File: config.mk
export PLATFORM = sky130hd
export DESIGN_NAME = music_recorder
export DESIGN_NICKNAME = d
export VERILOG_FILES = /design/src/rtl/music_recorder.sv
export SDC_FILE = /design/constraint.sdc
export NUM_CORES = 1
export LEC_CHECK = 0
export ABC_AREA = 1
export CAP_MARGIN = 30
export CELL_PAD_IN_SITES_DETAIL_PLACEMENT = 0
export CELL_PAD_IN_SITES_GLOBAL_PLACEMENT = 2
export CORE_MARGIN = 3
export CORE_UTILIZATION = 25
export CTS_CLUSTER_SIZE = 28
export DETAILED_ROUTE_END_ITERATION = 8
export DONT_BUFFER_PORTS = 1
export MAX_ROUTING_LAYER = met4
export PLACE_DENSITY = 0.54
export SLEW_MARGIN = 10
export SYNTH_ARGS = -nofsm -noshare
export SYNTH_HDL_FRONTEND = slang
export SYNTH_SLANG_ARGS = --single-unit
File: constraint.sdc
create_clock -name clk -period 4.3 [get_ports clk]
set_input_delay 0.43 -clock clk [delete_from_list [all_inputs] [get_ports clk]]
set_output_delay 0.43 -clock clk [all_outputs]
set_load 0.01 [all_outputs]
File: src/rtl/music_recorder.sv
// Music recorder: captures key presses as {rest, beat, note} records into a
// 64-entry song RAM, terminating each take with an 8'hFF end marker.
//
// state    | meaning
// ---------+----------------------------------------------------------
// S_IDLE   | no take in progress; waiting for a record rising edge
// S_WAIT   | take started, leading silence is ignored
// S_NOTE   | a note is sounding; timing its length in beats
// S_REST   | silence between notes; timing its length in beats
// S_FINISH | writing the end marker, then back to idle
module music_recorder #(
  parameter int CLK_FREQ  = 50_000_000,
  parameter int BEAT_FREQ = 4
) (
  input  logic       clk,
  input  logic       rst_n,
  input  logic       record,
  input  logic [7:0] key,
  output logic       wr_en,
  output logic [5:0] wr_addr,
  output logic [7:0] wr_data,
  output logic       busy,
  output logic       done,
  output logic       full,
  output logic [5:0] len_out
);

  localparam int BEAT_CYCLES = CLK_FREQ / BEAT_FREQ;
  localparam int CW = (BEAT_CYCLES > 1) ? $clog2(BEAT_CYCLES) : 1;
  localparam logic [CW-1:0] CLK_LAST = CW'(BEAT_CYCLES - 1);

  typedef enum logic [2:0] {
    S_IDLE,
    S_WAIT,
    S_NOTE,
    S_REST,
    S_FINISH
  } state_t;

  state_t        state_q, state_d;
  logic [7:0]    key_s1_q, key_s2_q;
  logic          rec_prev_q;
  logic [2:0]    note_q, note_d;
  logic [3:0]    beat_q, beat_d;
  logic [CW-1:0] clk_cnt_q, clk_cnt_d;
  logic [5:0]    addr_q, addr_d;
  logic          wr_en_q, wr_en_d;
  logic [5:0]    wr_addr_q, wr_addr_d;
  logic [7:0]    wr_data_q, wr_data_d;
  logic          done_q, done_d;
  logic          full_q, full_d;

  logic          key_valid;
  logic [2:0]    key_code;
  logic          rec_rise;
  logic          beat_tick;
  logic [CW-1:0] clk_cnt_inc;
  logic [3:0]    beat_inc;
  logic          last_slot;

  // Key synchronizer and record edge history.
  // rec_prev_q resets high so a record input already high out of reset is
  // not mistaken for a fresh rising edge.
  always_ff @(posedge clk or negedge rst_n) begin
    if (!rst_n) begin
      key_s1_q   <= 8'h00;
      key_s2_q   <= 8'h00;
      rec_prev_q <= 1'b1;
    end else begin
      key_s1_q   <= key;
      key_s2_q   <= key_s1_q;
      rec_prev_q <= record;
    end
  end

  // Priority encode the synchronized keys: lowest pressed key wins.
  always_comb begin
    key_valid = |key_s2_q;
    key_code  = 3'd0;
    for (int i = 7; i >= 0; i--) begin
      if (key_s2_q[i]) key_code = 3'(i);
    end
  end

  assign rec_rise    = record & ~rec_prev_q;
  assign beat_tick   = (clk_cnt_q == CLK_LAST);
  assign clk_cnt_inc = beat_tick ? '0 : clk_cnt_q + 1'b1;
  assign beat_inc    = (beat_tick && beat_q != 4'd15) ? beat_q + 4'd1 : beat_q;
  // Address 63 is kept for the marker, so a data write at 62 fills the RAM.
  assign last_slot   = (addr_q == 6'd62);

  // Next-state, event detection and registered write requests.
  always_comb begin
    state_d   = state_q;
    note_d    = note_q;
    beat_d    = beat_q;
    clk_cnt_d = clk_cnt_q;
    addr_d    = addr_q;
    full_d    = full_q;
    wr_en_d   = 1'b0;
    wr_addr_d = wr_addr_q;
    wr_data_d = wr_data_q;
    done_d    = 1'b0;
    case (state_q)
      S_IDLE: begin
        if (rec_rise) begin
          state_d   = S_WAIT;
          addr_d    = 6'd0;
          full_d    = 1'b0;
          beat_d    = 4'd0;
          clk_cnt_d = '0;
        end
      end
      S_WAIT: begin
        if (!record) begin
          state_d = S_FINISH;
        end else if (key_valid) begin
          state_d   = S_NOTE;
          note_d    = key_code;
          beat_d    = 4'd1;
          clk_cnt_d = '0;
        end
      end
      S_NOTE: begin
        if (!record || !key_valid || key_code != note_q) begin
          wr_en_d   = 1'b1;
          wr_addr_d = addr_q;
          wr_data_d = {1'b0, beat_q, note_q};
          addr_d    = addr_q + 6'd1;
          beat_d    = 4'd1;
          clk_cnt_d = '0;
          if (!record || last_slot) begin
            state_d = S_FINISH;
            full_d  = last_slot;
          end else if (!key_valid) begin
            state_d = S_REST;
          end else begin
            note_d = key_code;
          end
        end else begin
          clk_cnt_d = clk_cnt_inc;
          beat_d    = beat_inc;
        end
      end
      S_REST: begin
        if (!record) begin
          state_d = S_FINISH;
        end else if (key_valid) begin
          wr_en_d   = 1'b1;
          wr_addr_d = addr_q;
          wr_data_d = {1'b1, beat_q, 3'b000};
          addr_d    = addr_q + 6'd1;
          beat_d    = 4'd1;
          clk_cnt_d = '0;
          note_d    = key_code;
          if (last_slot) begin
            state_d = S_FINISH;
            full_d  = 1'b1;
          end else begin
            state_d = S_NOTE;
          end
        end else begin
          clk_cnt_d = clk_cnt_inc;
          beat_d    = beat_inc;
        end
      end
      S_FINISH: begin
        wr_en_d   = 1'b1;
        wr_addr_d = addr_q;
        wr_data_d = 8'hFF;
        done_d    = 1'b1;
        beat_d    = 4'd0;
        clk_cnt_d = '0;
        state_d   = S_IDLE;
      end
      default: state_d = S_IDLE;
    endcase
  end

  // FSM, counters and write port registers.
  always_ff @(posedge clk or negedge rst_n) begin
    if (!rst_n) begin
      state_q   <= S_IDLE;
      note_q    <= 3'd0;
      beat_q    <= 4'd0;
      clk_cnt_q <= '0;
      addr_q    <= 6'd0;
      full_q    <= 1'b0;
      wr_en_q   <= 1'b0;
      wr_addr_q <= 6'd0;
      wr_data_q <= 8'h00;
      done_q    <= 1'b0;
    end else begin
      state_q   <= state_d;
      note_q    <= note_d;
      beat_q    <= beat_d;
      clk_cnt_q <= clk_cnt_d;
      addr_q    <= addr_d;
      full_q    <= full_d;
      wr_en_q   <= wr_en_d;
      wr_addr_q <= wr_addr_d;
      wr_data_q <= wr_data_d;
      done_q    <= done_d;
    end
  end

  assign wr_en   = wr_en_q;
  assign wr_addr = wr_addr_q;
  assign wr_data = wr_data_q;
  assign busy    = (state_q != S_IDLE);
  assign done    = done_q;
  assign full    = full_q;
  assign len_out = addr_q;

endmodule

* Yosys cells after proc, flatten, opt, wreduce, memory -nomap -nowiden *
Cells that the tools add are included.

cells by class
  mux-type cells = 64
  reduce and logical (&&, ||, !) cells = 20
  eq/ne operators = 21
  bitwise logic cells = 2
  add/subtract/negate cells = 3

operators by type and width
  kind                                                             number
  24-bit two-way mux                                               7
  24-bit one-hot mux with 5 select lines                           1
  3-bit two-way mux                                                21
  6-bit two-way mux                                                7
  6-bit one-hot mux with 3 select lines                            2
  4-bit two-way mux                                                7
  24-bit by 1-bit adder with 24-bit output, second input constant  1
  24-bit == test, second input constant                            1
  8-bit two-way mux                                                3
  8-bit one-hot mux with 3 select lines                            1
  4-bit one-hot mux with 5 select lines                            1
  2-bit inequality test, second input constant                     9
  5-bit AND reduction                                              3
  3-bit one-hot mux with 4 select lines                            1
  1-bit two-way mux                                                10
  3-bit inequality test, second input constant                     3
  3-bit nonzero test                                               3
  4-bit AND reduction                                              2
  8-bit OR reduction                                               1
  7-bit AND reduction                                              1
  6-bit by 1-bit adder with 6-bit output, second input constant    1
  3-bit by 2-bit == test with 1-bit output, second input constant  2
  6-bit == test, second input constant                             1
  1-bit one-hot mux with 3 select lines                            2
  16 further kinds                                                 19

word-level totals
  output and inout bits = 24
  logic and storage cells = 123
  bits in registers = 74

* Depth between registers and ports, before layout *
Gate-level depths: netlist of run 1.

  depth in word-level cells = 12
  gate-level depth with buffers = 15
  mapped depth without buffers = 14

* Worst setup path after synthesis of run 1 *
OpenSTA, ideal clock, no wires.

  path kind = register to register
  from = register clk_cnt_q[0]
  to = register clk_cnt_q[22]
  cell stages (with the launch flop) = 12
  clock period less this slack = 1.776 ns
  buffers on the path = 0
  slack = 2.524 ns
  data arrival time = 1.655 ns
  required time = 4.179 ns
  cells stage by stage = dfrtp_1 -> ha_1 -> nand2_1 -> nor2_1 -> nand2_1 -> nor2_2 -> nand3_1 -> nor2_2 -> nand2_1 -> nor2_1 -> xor2_1 -> o21ai_2

between the ends
  word-level cells in the longest chain between the ends = 5
  elaborated cells between the ends (all ways) = 7
  classes of those cells = add/sub (1); eq/ne (1); mux (5)

RTL lines
  item                                                                               RTL line  source
  start, declared                                                                    45        logic [CW-1:0] clk_cnt_q, clk_cnt_d;
  start signal, assigned                                                             197       clk_cnt_q <= clk_cnt_d;
  24-bit by 1-bit adder with 24-bit output / 24-bit == test (equally long branches)  87, 86
  24-bit two-way mux *                                                               87        assign clk_cnt_inc = beat_tick ? '0 : clk_cnt_q + 1'b1;
  24-bit two-way mux                                                                 148       end else if (key_valid) begin
  24-bit two-way mux                                                                 146       if (!record) begin
  24-bit one-hot mux with 5 select lines *                                           104       case (state_q)

Every way passes the cells marked *; elsewhere a longest branch is shown, timed or not. The select of a mux whose other input is x is not followed.
A chain may end at the register's enable or synchronous reset.

* Final worst setup path of run 1 *
  from = register state_q[1]
  to = register clk_cnt_q[0]

between the ends
  word-level cells in the longest chain between the ends = 3
  elaborated cells between the ends (all ways) = 12
  classes of those cells = eq/ne (8); mux (1); reduce/logical (3)

RTL lines
  item                                                                          RTL line  source
  start, declared                                                               40        state_t state_q, state_d;
  start signal, assigned                                                        194       state_q <= state_d;
  3-bit by 2-bit == test with 1-bit output, or another cell as far along        104
  5-bit nonzero test (no line) / 2-bit inequality test (equally long branches)  n/a
  5-bit AND reduction (no line)                                                 n/a

Parallel ways exist; a longest one is shown, timed or not.

==> results of run 1 <==
state kept, by name, indices dropped and copies added (netlist names):
signal,cells
clk_cnt_q,24
key_s1_q,8
key_s2_q,8
wr_data,8
len_out,6
wr_addr,6
beat_q,4
note_q,3
state_q,3
done,1
full,1
rec_prev_q,1
wr_en,1
power by group:
part / internal [mW] / total [mW] / switching [mW]
combinational: 0.159 / 0.563 / 0.404
sequential: 0.805 / 0.922 / 0.118
clock: 0.499 / 0.801 / 0.301
timing repair:
action,CTS,global route
gates resized for setup,0,0
hold buffers,1,0
hold endpoints to repair,74,0
worst max path at each step:
stage	slack [ns]	cells after the start	startpoint	to
floorplan	2.52	11	clk_cnt_q[0]	clk_cnt_q[22]
global placement	1.64	12	state_q[1]	clk_cnt_q[0]
detailed placement	1.63	12	state_q[1]	clk_cnt_q[0]
CTS	1.61	12	state_q[1]	clk_cnt_q[0]
global route	1.41	12	state_q[1]	clk_cnt_q[0]
finish	1.67	12	state_q[1]	clk_cnt_q[0]
area by class of cell:
cell class	count	share of cell area
Sequential cell	74	0.433
Multi-Input combinational cell	320	0.390
Clock buffer	13	0.0632
Tap cell	184	0.0538
Inverter	46	0.0410
Clock inverter	3	0.0108
Timing Repair Buffer	2	0.00819
metrics by stage:
step / setup WS (ns) / instances / area (um2) / hold WS (ns) / util
floorplan: 2.52 / 447 / 3750 / 0.134 / -
global placement: 1.64 / 625 / 3930 / 0.136 / 0.270
detailed placement: 1.63 / 625 / 3930 / 0.136 / 0.270
CTS: 1.61 / 642 / 4280 / 0.000624 / 0.293
global route: 1.41 / 642 / 4280 / 0.0127 / 0.293
finish: 1.67 / 642 / 4280 / -0.00432 / 0.293
logic make-up after synthesis:
| group | Yosys count |
|---|---|
| AOI/OAI and AO/OA | 67 |
| and+or+nand+nor | 227 |
| adders and majority gates | 4 |
| buffers and inverters | 53 |
| DFF | 74 |
| xor gates and xnor gates | 22 |
routing by layer:
| metal | up-vias | share of wire | global-route usage |
|---|---|---|---|
| li1 | 1467 | - | - |
| met2 | 48 | 0.48 | 0.199 |
| met5 | - | 0 | - |
| met4 | 0 | 0.020 | 0.0431 |
| met1 | 1341 | 0.46 | 0.141 |
| met3 | 13 | 0.044 | 0.0382 |
placed cells by master (no fill, tap or decap), types with 2 or more instances in the layout:
| cell | synthesis | routed |
|---|---|---|
| nand3_1 | 35 | 35 |
| dfrtp_1 | 73 | 73 |
| nor2_2 | 4 | 4 |
| a21oi_1 | 13 | 13 |
| o21ai_0 | 24 | 24 |
| ha_1 | 4 | 4 |
| nor4_1 | 2 | 2 |
| clkbuf_8 | 0 | 3 |
| o21ai_2 | 21 | 21 |
| nor2_4 | 3 | 3 |
| nand2_1 | 116 | 116 |
| nor3_1 | 7 | 7 |
| o22ai_1 | 2 | 2 |
| nand2_2 | 5 | 5 |
| xor2_1 | 14 | 14 |
| inv_1 | 44 | 44 |
| a31oi_1 | 2 | 2 |
| nor2_1 | 44 | 44 |
| nand4_1 | 8 | 8 |
| xnor2_1 | 8 | 8 |
| clkbuf_16 | 0 | 9 |
==> results.sh, run 1 <==
export IMPL_whs_ns=-0.00432
export IMPL_die_x_um=128
export IMPL_grt_pass1_wl_um=15100
export IMPL_synth_cell_types=33
export IMPL_yosysSeqAreaShare=0.494
export IMPL_reg2reg_depth=12
export IMPL_max_clock_freq_ghz=0.381
export IMPL_path_class="reg -> reg"
export IMPL_fin_tns_setup_ns=0
export IMPL_synth_top_family_by_area="simple AND/OR/NAND/NOR gates"
export IMPL_layout_min_cycle_time_ns=2.63
export IMPL_dp_hpwl_um=6430
export IMPL_synthTopCellsByArea="dfrtp_1 (49%), nand2_1 (12%), o21ai_2 (4.9%)"
export IMPL_leakage_nw=1.85
export IMPL_tightestPinTransition_ns=0.740
export IMPL_first_iter_violations=127
export IMPL_fp_row_count=44
export IMPL_ys_seq_elements=74
export IMPL_endpoint_kind="register"
export IMPL_drive_above_1_share=0.122
export IMPL_antenna_diode_count=0
export IMPL_synth_area_um2=3750
export IMPL_crit_slowest_cell="nand2_2"
export IMPL_violations="negative hold slack"
export IMPL_muxShareOfSynthArea=0
export IMPL_wl_um=9320
export IMPL_clock_sinks=74
export IMPL_grt_pass1_vias=2912
export IMPL_post_cts_buffers=0
export IMPL_r2r_start="state_q[1]"
export IMPL_r2r_slack_ns=1.67
export IMPL_core_area_um2=14600
export IMPL_yosysMostFrequentCell="nand2_1"
export IMPL_netlist_area_leader_share=0.487
export IMPL_io_pins=35
export IMPL_syn_nets=462
export IMPL_skew_ns=0.00919
export IMPL_cp_arrival_ns=2.81
export IMPL_rsz0062_at_grt="false"
export IMPL_vias_per_cell=4.47
export IMPL_syn_avg_cell_area_um2=8.38
export IMPL_track_usage=0.122
export IMPL_start_util=0.257
export IMPL_synth_fa_ha_area_frac=0.0134
export IMPL_crit_path_max_fanout=29
export IMPL_synth_cells=447
export IMPL_fin_crit_sh=0.611
export IMPL_cap_violations=0
export IMPL_gp_congestion=0.775
export IMPL_cts_made_buffers=9
export IMPL_crit_required_ns=4.49
export IMPL_wl_per_cell_um=14.5
export IMPL_synth_edf_count=0
export IMPL_drc=0
export IMPL_path_buf_inv=3
export IMPL_nets=468
export IMPL_routed_via_count=2869
export IMPL_reg2reg_to="clk_cnt_q[0]"
export IMPL_yosys_area_top_type="dfrtp_1"
export IMPL_status="finished, violations left"
export IMPL_die_y_um=128
export IMPL_synth_compound_area_frac=0.115
export IMPL_io_buffers=0
export IMPL_synth_xor_area_frac=0.0514
export IMPL_hold_path_class="in -> async"
export IMPL_synth_ff_type="dfrtp_1"
export IMPL_synthArstFlopShare=1.00
export IMPL_yosys_warnings=0
export IMPL_cp_cell_sequence="inv_1, nor2_4, inv_4, nor2_4, nand2_1, o21ai_2, a31oi_1, nand2_1, buf_4, nor3_2, nand2_2, o21ai_0"
export IMPL_irDropWorstVdd_mv=0.178
export IMPL_gr_total_overflow=0
export IMPL_area_delta_synth_final_pct=14.1
export IMPL_drv_slew=0
export IMPL_seq_area_um2=1850
export IMPL_synth_common_cells="nand2_1 (116), dfrtp_1 (73), inv_1 (44), nor2_1 (44), nand3_1 (35)"
export IMPL_die_area_um2=16500
export IMPL_path_delay_family="simple AND/OR/NAND/NOR gates"
export IMPL_antenna_left=0
export IMPL_clk_latency_ns=0.34
export IMPL_slew_headroom=0.505
export IMPL_antenna_found_initial=0
export IMPL_powerDensity_nw_per_um2=534
export IMPL_grt_max_degree=75
export IMPL_yosys_area_share_simple=0.265
export IMPL_hold_violations=12
export IMPL_fillerInstances=1533
export IMPL_firstDrtPassIters=4
export IMPL_startpoint_type="register"
export IMPL_ctsHtreeMaxLevel=3
export IMPL_clockBufferDepth=2
export IMPL_cts_root_buf="clkbuf_16"
export IMPL_cts_tree="yes"
export IMPL_fin_total_pwr_mw=2.29
export IMPL_setup_viol=0
export IMPL_multi_input_area_um2=1670
export IMPL_slowest_delay_ns=0.55
export IMPL_clk_pin_slew_ns=0.06
Power figures use the tool's default switching activity.
==> run 2: changes to the inputs <==
Settings changed: ABC_AREA 1 to 0, PLACE_DENSITY 0.54 to 0.55.
Clock period 4.3 ns to 2.3 ns, I/O delays scaled along.
==> results.sh, run 2 <==
export IMPL_status="finished, violations left"
export IMPL_violations="negative setup slack"
export IMPL_leakage_nw=2.01
export IMPL_place_ws_ns=-0.100
export IMPL_synth_compound_area_frac=0.0874
export IMPL_clock_sinks=74
export IMPL_drive_above_1_share=0.204
export IMPL_cts_root_buf="clkbuf_16"
export IMPL_firstDrtPassIters=4
export IMPL_die_y_um=128
export IMPL_slowest_delay_ns=0.56
export IMPL_clockBufferDepth=2
export IMPL_synth_xor_area_frac=0.0118
export IMPL_yosysSeqAreaShare=0.500
export IMPL_cts_tree="yes"
export IMPL_fin_ws_ns=-0.0473
export IMPL_muxShareOfSynthArea=0.0594
export IMPL_hold_path_class="in -> reg"
export IMPL_first_iter_violations=117
export IMPL_synth_area_um2=3710
export IMPL_irDropWorstVdd_mv=0.343
export IMPL_final_common_cell="dfrtp_1"
export IMPL_grt_pass1_vias=2910
export IMPL_die_area_um2=16300
export IMPL_grt_pass1_wl_um=15600
export IMPL_dp_cells=583
export IMPL_wl_per_cell_um=15.9
export IMPL_ys_seq_elements=74
export IMPL_top_register="clk_cnt_q"
export IMPL_skew_ns=0.0101
export IMPL_startpoint_type="register"
export IMPL_drc=0
export IMPL_yosys_area_share_simple=0.287
export IMPL_hold_violations=0
export IMPL_dp_hpwl_um=6210
export IMPL_path_class="reg -> reg"
export IMPL_synthTopCellsByArea="dfrtp_1 (49%), nand3_1 (6.9%), nand2_1 (4.4%)"
export IMPL_layout_min_cycle_time_ns=2.35
export IMPL_layout_cells_non_filler=616
export IMPL_track_usage=0.125
export IMPL_powerDensity_nw_per_um2=944
export IMPL_syn_avg_cell_area_um2=9.48
export IMPL_fin_total_pwr_mw=4.45
export IMPL_cp_arrival_ns=2.57
export IMPL_fin_crit_sh=1.02
export IMPL_utilization=0.332
export IMPL_netlist_area_leader_share=0.493
export IMPL_fillerInstances=1477
export IMPL_clk_latency_ns=0.34
export IMPL_max_clock_freq_ghz=0.426
export IMPL_clk_pin_slew_ns=0.07
export IMPL_gr_total_overflow=0
export IMPL_synth_edf_count=0
export IMPL_routed_via_count=2979
export IMPL_fin_area_um2=4720
export IMPL_crit_slowest_cell="or4_4"
export IMPL_dpl_cell_area_um2=4080
export IMPL_cts_made_buffers=9
export IMPL_fin_tns_setup_ns=-0.203
export IMPL_die_x_um=128
export IMPL_vias_per_cell=4.84
export IMPL_tightestPinTransition_ns=0.482
export IMPL_synth_top_family_by_area="simple AND/OR/NAND/NOR gates"
export IMPL_slew_headroom=0.679
export IMPL_yosysMostFrequentCell="dfrtp_1"
export IMPL_nets=446
export IMPL_antenna_diode_count=0
export IMPL_endpoint_kind="register"
export IMPL_fp_row_count=43
export IMPL_setup_viol=11
export IMPL_io_pins=35
export IMPL_start_util=0.261
export IMPL_antenna_found_initial=0
export IMPL_core_area_um2=14200
export IMPL_wl_um=9800
export IMPL_gp_congestion=0.734
export IMPL_synthArstFlopShare=1.00
export IMPL_synth_common_cells="dfrtp_1 (73), nand3_1 (51), nand2_1 (43)"
export IMPL_area_delta_synth_final_pct=27.3
export IMPL_crit_path_max_fanout=8
export IMPL_synth_fa_ha_area_frac=0.0135
export IMPL_yosys_area_top_type="dfrtp_1"
export IMPL_final_cell_mix="dfrtp_1 (73), nand3_1 (42), nand2_1 (42)"
export IMPL_ctsHtreeMaxLevel=3
export IMPL_antenna_left=0
export IMPL_rsz0062_at_grt="true"
export IMPL_largest_reg_flops=24
export IMPL_cap_violations=0
export IMPL_io_buffers=0
export IMPL_r2r_slack_ns=-0.05
export IMPL_synth_cells=391
export IMPL_synth_cell_types=50
export IMPL_cp_cell_sequence="or4_4, nor2_4, mux2i_1, nor3_2, nand3_2, a211o_4, mux2_4"
export IMPL_whs_ns=0.0907
export IMPL_grt_max_degree=75
export IMPL_crit_required_ns=2.52
export IMPL_drv_slew=0
export IMPL_syn_nets=406
export IMPL_synth_ff_type="dfrtp_1"
export IMPL_yosys_warnings=0
[run 2: cell types whose count changed after synthesis, sizes merged, moves of 11 or more]
cell   delta
inv      -31
nand3    +17
xor2     -12
nand4    +11
nand2    -78
o21ai    -32
[run 2: kinds of logic (layout without fill, tap and decap cells)]
group | count (synthesis) | after routing
multiplexers | 20 | 20
buffers and inverters | 31 | 76
flip-flops | 74 | 74
AND/OR/NAND/NOR | 211 | 211
XOR/XNOR | 5 | 5
AO/OA/AOI/OAI | 46 | 46
adder cells (fa/ha/maj) | 4 | 4
[run 2: timing repair]
action,4_1_cts,5_1_grt
hold buffers,11,0
setup buffers,0,2
pin swaps,1,22
hold endpoints to repair,83,0
setup endpoints to repair,29,47
cloned,0,4
gates resized for setup,3,28
[run 2: path summary, 6_finish.rpt]
kind,start,endpoint,cells after the start
max,key_s2_q[3],wr_addr[5],7
min,record,state_q[1],2
max reg2reg,key_s2_q[3],wr_addr[5],7
min reg2reg,key_s1_q[3],key_s2_q[3],0
max in group asynchronous,rst_n,rec_prev_q,2
min in group asynchronous,rst_n,state_q[0],2
[run 2: area by class of cell]
cell class                      instances  area (um2)  area share
Inverter                               14        52.6      0.0111
Multi-Input combinational cell        286        1820       0.385
Timing Repair Buffer                   46         465      0.0986
Tap cell                              180         225      0.0477
Clock buffer                            9         225      0.0477
Sequential cell                        74        1850       0.393
Clock inverter                          7        82.6      0.0175
[run 2: worst max-delay path, delay by kind of cell, from the launching register on]
family | cells | cell delay, ns
muxes | 2 | 0.40
AOI/OAI and AO/OA | 1 | 0.43
and+or+nand+nor | 4 | 1.02
DFF | 1 | 0.38
[run 2: where the power goes]
part	switching (mW)	internal [mW]	total, mW
clock	0.627	0.860	1.49
sequential	0.215	1.47	1.68
combinational	0.700	0.582	1.28
total	1.54	2.91	4.45
[run 2: metal layers]
layer | up-vias | track usage | share of wire
met3 | 7 | 0.0458 | 0.050
li1 | 1483 | - | -
met5 | - | - | 0
met1 | 1445 | 0.158 | 0.48
met4 | 0 | 0.0318 | 0.011
met2 | 44 | 0.191 | 0.46
==> run 3: changes to the inputs <==
Settings changed: CELL_PAD_IN_SITES_DETAIL_PLACEMENT 0 to 1, CELL_PAD_IN_SITES_GLOBAL_PLACEMENT 2 to 1, PLACE_DENSITY 0.55 to 0.45, SKIP_LAST_GASP set to 1.
Clock period 2.3 ns to 2.4 ns, I/O delays scaled along.
==> results.sh, run 3 (same netlist as run 2, synthesis figures left out) <==
export IMPL_status="completed"
export IMPL_multi_input_area_um2=1750
export IMPL_slowest_delay_ns=0.56
export IMPL_clockBufferDepth=2
export IMPL_die_x_um=128
export IMPL_fin_total_pwr_mw=4.27
export IMPL_fin_ws_ns=0.0312
export IMPL_crit_required_ns=2.63
export IMPL_cts_made_buffers=9
export IMPL_seq_area_um2=1850
export IMPL_fin_crit_sh=0.987
export IMPL_final_cell_mix="dfrtp_1 (73), nand3_1 (51), nand2_1 (42)"
export IMPL_fillerInstances=1671
export IMPL_clock_sinks=74
export IMPL_cts_tree="yes"
export IMPL_clk_latency_ns=0.35
export IMPL_crit_slowest_cell="or4_4"
export IMPL_drive_above_1_share=0.162
export IMPL_path_class="reg -> reg"
export IMPL_io_buffers=0
export IMPL_cap_violations=0
export IMPL_antenna_found_initial=0
export IMPL_leakage_nw=1.94
export IMPL_grt_pass1_wl_um=17600
export IMPL_hold_path_class="in -> reg"
export IMPL_drc=0
export IMPL_start_util=0.261
export IMPL_area_delta_synth_final_pct=22.1
export IMPL_cts_root_buf="clkbuf_16"
export IMPL_intPower_mw=2.75
export IMPL_grt_pass1_vias=3339
export IMPL_wl_per_cell_um=17.2
export IMPL_routed_via_count=3071
export IMPL_cp_arrival_ns=2.60
export IMPL_firstDrtPassIters=4
export IMPL_io_pins=35
export IMPL_max_clock_freq_ghz=0.422
export IMPL_grt_max_degree=75
export IMPL_layout_min_cycle_time_ns=2.37
export IMPL_vias_per_cell=5.07
export IMPL_largest_reg_flops=24
export IMPL_top_register="clk_cnt_q"
export IMPL_core_area_um2=14200
export IMPL_fin_tns_setup_ns=0
export IMPL_fp_row_count=43
export IMPL_switchingPower_mw=1.51
export IMPL_rsz0062_at_grt="true"
export IMPL_gr_total_overflow=0
export IMPL_endpoint_kind="register"
export IMPL_final_common_cell="dfrtp_1"
export IMPL_nets=436
export IMPL_dp_hpwl_um=6530
export IMPL_utilization=0.319
export IMPL_setup_viol=0
export IMPL_powerDensity_nw_per_um2=943
export IMPL_slew_headroom=0.676
export IMPL_first_iter_violations=123
export IMPL_sw_frac_of_total=0.355
export IMPL_startpoint_type="register"
export IMPL_combPwrFrac=0.284
export IMPL_die_area_um2=16300
export IMPL_die_y_um=128
export IMPL_power_frac_clock=0.340
export IMPL_crit_path_max_fanout=5
export IMPL_cp_cell_sequence="or4_4, nor2_4, mux2i_2, nor3_4, nand3_4, a211o_4, mux2_4"
export IMPL_place_ws_ns=-0.0137
export IMPL_skew_ns=0.00591
export IMPL_antenna_diode_count=0
export IMPL_p_seq_frac=0.376
export IMPL_hold_violations=0
export IMPL_drv_slew=0
export IMPL_antenna_left=0
export IMPL_gp_congestion=0.741
export IMPL_clk_pin_slew_ns=0.07
export IMPL_track_usage=0.140
export IMPL_wl_um=10400
export IMPL_tightestPinTransition_ns=0.482
export IMPL_ctsHtreeMaxLevel=3
export IMPL_irDropWorstVdd_mv=0.331
[run 3: cell count changes in the layout (fill, tap and decap cells not counted), sizes merged]
cell	change
clkbuf	-2
clkinvlp	-1
buf	-9
inv	+1
a211o	+1
[run 3: power by group through the flow]
stage	Combinational, mW	Clock (mW)	Sequential [mW]
4_1_cts	1.20	1.50	1.61
6_report	1.21	1.45	1.60
2_1_floorplan	0.791	0	1.58
3_3_place_gp	1.07	0	1.63
5_1_grt	1.35	1.56	1.64
3_5_place_dp	1.08	0	1.63
[run 3: timing repair]
item                                    4_1_cts  5_1_grt
setup buffers                                 2        0
hold buffers                                 11        0
hold endpoints to repair                     83        0
resized for setup                             3        8
endpoints found under the setup margin       10       49
pin swaps                                     2        0
gates cloned                                  1        0
[run 3: area by class of cell]
cell class | instances | area share
sequential | 74 | 0.409
clock inverter | 7 | 0.0185
clock buffer | 9 | 0.0498
multi-input combinational | 287 | 0.387
timing repair buffer | 35 | 0.0744
tap | 180 | 0.0498
inverter | 14 | 0.0116
[run 3: final timing paths]
check                            startpoint          end  slack (ns)  depth (start not counted)
worst min register to register  key_s1_q[5]  key_s2_q[5]        0.35                          0
worst max-delay path            key_s2_q[2]   wr_addr[5]        0.03                          7
worst max register to register  key_s2_q[2]   wr_addr[5]        0.03                          7
worst min-delay path                 record   state_q[1]        0.08                          2
max in group asynchronous             rst_n   rec_prev_q        1.63                          2
min in group asynchronous             rst_n         full        0.46                          2
[run 3: per-layer routing]
metal	up-vias	track usage	wire, um
li1	1457	-	-
met1	1557	0.169	4810
met2	45	0.222	4910
met3	12	0.0521	573
met4	0	0.0362	124
met5	-	-	0
[run 3: per-stage QoR]
| step | area [um2] | hold WS (ns) | std cells |
|---|---|---|---|
| after CTS | 4500 | 0.0676 | 606 |
| after floorplan | 3710 | -0.0556 | 391 |
| after global placement | 4020 | -0.0528 | 576 |
| after detailed placement | 4020 | -0.0529 | 576 |
| final | 4530 | 0.0826 | 606 |
| after global routing | 4530 | 0.0909 | 606 |
[run 3: critical path, delay by kind of cell, from the launching register on]
family | cells | cell delay (ns)
AOI/OAI and AO/OA | 1 | 0.42
DFF | 1 | 0.37
muxes | 2 | 0.41
and+or+nand+nor | 4 | 1.06
